`config.mk`:
```
export PLATFORM = sky130hd
export DESIGN_NAME = instr_sequencer
export DESIGN_NICKNAME = d
export VERILOG_FILES = /design/src/rtl/instr_sequencer.sv
export SDC_FILE = /design/constraint.sdc
export NUM_CORES = 1
export LEC_CHECK = 0
export CORE_UTILIZATION = 39
export CTS_CLUSTER_DIAMETER = 40
export DETAILED_ROUTE_END_ITERATION = 10
export PLACE_DENSITY = 0.81
export SYNTH_ARGS = -nofsm -noshare
export SYNTH_HDL_FRONTEND = slang
export SYNTH_SLANG_ARGS = --single-unit
```
`constraint.sdc`:
```
create_clock -name clk -period 2.3 [get_ports clk]
set_clock_uncertainty 0.2 [all_clocks]
set_input_delay 0.345 -clock clk [delete_from_list [all_inputs] [get_ports clk]]
set_output_delay 0.345 -clock clk [all_outputs]
set_load 0.01 [all_outputs]
```
`src/rtl/instr_sequencer.sv`:
```
// Hack-style fetch/decode/execute sequencer: owns PC and IR, drives the ALU controls and the _memory write strobes.
// Every instruction takes three cycles (FETCH, DECODE, EXEC); strobes and the PC update happen only in EXEC.
module instr_sequencer #(
   parameter int PC_W = 15
) (
   input  logic            clk,
   input  logic            reset,
   input  logic            run,
   output logic [PC_W-1:0] rom_addr,
   input  logic [15:0]     rom_data,
   input  logic [15:0]     a_in,
   input  logic [15:0]     alu_out,
   input  logic            alu_zr,
   input  logic            alu_ng,
   output logic            alu_a_sel,
   output logic [5:0]      alu_ctrl,
   output logic [15:0]     din,
   output logic            storeA,
   output logic            storeD,
   output logic            store_ram,
   output logic [PC_W-1:0] pc
);

   typedef enum logic [1:0] {FETCH, DECODE, EXEC} state_t;

   state_t          state_q;
   logic [PC_W-1:0] pc_q;
   logic [PC_W-1:0] pc_d;
   logic [15:0]     ir_q;
   logic            is_c;
   logic            exec;
   logic            jmp;

   assign exec = (state_q == EXEC);
   assign is_c = ir_q[15];

   // Jump target is the pre-edge A value; a simultaneous A write lands after this edge.
   assign jmp  = is_c & ((ir_q[2] & alu_ng) | (ir_q[1] & alu_zr) | (ir_q[0] & ~alu_ng & ~alu_zr));
   assign pc_d = jmp ? a_in[PC_W-1:0] : pc_q + PC_W'(1);

   if (PC_W < 16) begin : g_unused_a
      logic unused_a_hi;
      assign unused_a_hi = ^a_in[15:PC_W];
   end

   always_ff @(posedge clk or posedge reset) begin
      if (reset) begin
         state_q <= FETCH;
         pc_q    <= '0;
         ir_q    <= '0;
      end else begin
         case (state_q)
            FETCH: begin
               if (run) state_q <= DECODE;
            end
            DECODE: begin
               ir_q    <= rom_data;
               state_q <= EXEC;
            end
            EXEC: begin
               pc_q    <= pc_d;
               state_q <= FETCH;
            end
            default: state_q <= FETCH;
         endcase
      end
   end

   // Strobes decode from the live state so an asynchronous reset kills them immediately.
   always_comb begin
      din       = is_c ? alu_out : {1'b0, ir_q[14:0]};
      storeA    = exec & (~is_c | ir_q[5]);
      storeD    = exec & is_c & ir_q[4];
      store_ram = exec & is_c & ir_q[3];
   end

   assign rom_addr  = pc_q;
   assign pc        = pc_q;
   assign alu_a_sel = ir_q[12];
   assign alu_ctrl  = ir_q[11:6];

endmodule

```
==> metrics.md <==
| Metric | Value |
|---|---|
| Static Leak | `0.00128 µW` |
| Worst R2R Path Depth | `4` |
| Worst IR Drop VDD | `558 µV` |
| Placed Area | `between 3000 and 4000 µm²` |
| Vias/cell | `5.16` |
| Total CTS buffers | `5` |
| Peak Freq | `0.449 GHz` |
| Critical-path cell list | `buf_6 -> mux2_2 -> clkdlybuf4s50_1` |
| Crit path buffers/inverters | `2` |
| Placer Congestion | `0.760` |
| Clock sinks | `33` |
| DR iter-0 viols | `109` |
| Crit start category | `flop` |
| Die W | `roughly 74 µm` |
| Filler Cells Inserted | `approximately 440` |
| Clock slew at reported path FFs | `around 0.070 ns` |
| Fraction of final layout cells sized beyond drive strength 1 | `16.2%` |
| Die H | `between 70 and 80 µm` |
| PwrDens | `1100 nW/µm²` |
| Largest net degree at the start of global routing | `34` |
| Drt wl/cell | `between 10 and 15 µm` |
| Worst min-delay path class | `input port to asynchronous set/reset pin` |
| Die area | `between 5000 and 6000 µm²` |
| Critical Path AT | `~1.7 ns` |
| Reg-to-Reg End | `pc[9]$_DFFE_PP0N_` |
| Fin area | `approximately 3100 µm²` |
| Worst Tran Pin Value | `~0.42 ns` |
| # setup viols final | `0` |
| Yosys warnings | `0` |
| Clock Latency Late Sink | `0.28 ns` |
| ANT nets after route | `0` |
| Slowest stage delay, CP | `0.49 ns` |
| Max-slew violation count | `0` |
| WL final | `5070 µm` |
| H-tree Lvls | `2` |
| GR Overflow Total | `0` |
| Gr usage total | `a little under a fifth` |
| Sequential area share after synthesis | `between 40% and 50%` |
| Crit path max-delay family | `buffers and inverters` |
| Final HPWL DP | `between 3000 and 4000 µm` |
| Worst-path fanout max | `19` |
| Layout area overhead | `53.6%` |
| Via count | `between 1,500 and 2,000` |
| First-pass GRT wire length | `8060 µm` |
| Yosys top cell area share | `40.4%` |
| Nets | `343` |
| Final core utilization | `between 60% and 70%` |
| Slew HR | `a little over 70%` |
| Cells after Synth | `200` |
| Initial antenna violation count | `0` |
| Average size of a mapped cell | `between 10 and 15 µm²` |
| Final Hold Vio Count | `0` |
| Clock Root Buffer | `clkbuf_8` |
| Rows | `25` |
| Unique masters post-synth | `31` |
| Power Total | `between 3000 and 4000 µW` |
| # IOs | `around 110` |
| MaxCap Viol Count | `0` |
| Post-layout minimum cycle time | `2.23 ns` |
| Ant. Diodes | `0` |
| Status | `complete, no violations` |
| Period utilization | `between 90% and 100%` |
| Starting density of the core | `between 40% and 50%` |
| CP Class | `flop to primary output` |
| CTS max path bufs | `2` |
| Post-CTS Hold Buffers | `0` |
| I/O Buffers | `107` |
| Fin cells | `between 300 and 400` |
| Top post-synthesis cells by area | `dfrtp_1 (40%), mux2_2 (16%), buf_4 (9.2%), mux2i_1 (4.9%), a2bb2oi_1 (4.7%)` |
| FF+latch count, synth | `33` |
| Dpl cells | `349` |
| DRT Pass-1 Iters | `4` |
| R2R Setup Slk | `0.42 ns` |
| Worst reg2reg path startpoint | `pc[5]$_DFFE_PP0N_` |
| Drt drc | `0` |
| CP Capture Type | `primary output` |
| Slowest CP cell | `clkdlybuf4s50_1` |
| Syn_nets | `roughly 250` |
| Cell taking the most area after synthesis | `dfrtp_1` |
| Core ar. | `4880 µm²` |
| CTS tree | `built` |
| Vias in the first global route | `between 1,500 and 2,000` |
| CP required | `roughly 1.8 ns` |
| Post-Synthesis Cell Area | `2050 µm²` |
==> layout by cell type, fill, tap and decap left out, types with 3 or more instances in the layout <==
cell,Yosys,layout
a21oi_1,12,12
a2bb2oi_1,11,11
and3_1,4,4
and4_1,4,4
buf_4,25,9
clkbuf_8,0,5
clkdlybuf4s50_1,0,107
dfrtp_1,33,33
inv_1,8,8
mux2_2,29,29
mux2i_1,10,10
nand2_1,11,11
nand3_1,14,14
nand4_1,5,5
o21ai_0,3,3
==> per-layer routing <==
metal	global-route usage, %	vias up	routed length (µm)	part of all wire (%)
met5	0	-	0	0
met4	4.61	0	50	0.99
met3	8.13	7	647	13
met2	31.5	107	2300	45
met1	23.3	849	2080	41
li1	-	878	-	-
==> logic make-up after synthesis <==
group / share of synthesized area [%]
AND/OR/NAND/NOR: 13.1
buffers and inverters: 13.3
multiplexers: 20.9
AO/OA/AOI/OAI: 11.8
flip-flops: 40.4
adder cells (fa/ha/maj): 0.612
==> flip-flops by register name, summed over array words and instances (netlist names) <==
signal / cells
pc: 15
ir_q: 16
state_q: 2
==> worst min-delay path, delay by kind of cell <==
kind     cells  cell delay, ns
buf+inv      3            0.81
==> worst max path at each step <==
stage	start	endpoint	slack, ns	cells past startpoint
2_1_floorplan	pc[0]$_DFFE_PP0N_	pc[14]$_DFFE_PP0N_	0.47	6
3_3_place_gp	alu_ng	pc[9]$_DFFE_PP0N_	0.18	5
3_5_place_dp	alu_ng	pc[9]$_DFFE_PP0N_	0.17	5
4_1_cts	ir_q[15]$_DFFE_PP0N_	din[1]	0.02	3
5_1_grt	ir_q[15]$_DFFE_PP0N_	din[1]	-0.008	3
6_report	ir_q[15]$_DFFE_PP0N_	din[1]	0.07	3
==> synth_stat cells (all sizes together) <==
cell and n:
o21a 1, clkbuf 6, or4 2, mux2i 10, nand2b 1, and2 2
and4 4, nor2 1, dfrtp 33, inv 8, a2bb2oi 11, a22oi 1
a22o 1, nand4 5, ha 1, and3 4, a31oi 1, o311ai 1
o211ai 2, nand2 11, nand3 14, mux2 29, a21oi 12, buf 30
nor3b 2, o31ai 1, o21ai 4, nor2b 2
==> area by class of cell <==
type                       count  area (µm²)  share of cell area, %
multi-input combinational    123         948                   30.2
tap                           67        83.8                   2.67
clock buffer                   7        76.3                   2.43
clock inverter                 1        7.51                  0.239
timing repair buffer         118        1170                   37.2
inverter                       8        30.0                  0.956
sequential                    33         826                   26.3
==> repair_timing <==
item	in CTS	in global routing
resized for setup	0	1
buffers inserted	0	0
endpoints found under the setup margin	0	12
==> metrics by stage <==
step	worst slack, ns	setup TNS [ns]	hold slack, ns
6_report	0.0705	0	0.255
5_1_grt	-0.00795	-0.00795	0.297
4_1_cts	0.0224	0	0.266
3_5_place_dp	0.168	0	0.271
3_3_place_gp	0.179	0	0.253
2_1_floorplan	0.472	0	0.238
==> power by group <==
| group | internal (µW) | switching [µW] |
|---|---|---|
| registers | 801 | 249 |
| logic | 1190 | 782 |
| clock network | 214 | 210 |
Note: power is estimated with default switching activity, not from simulation.
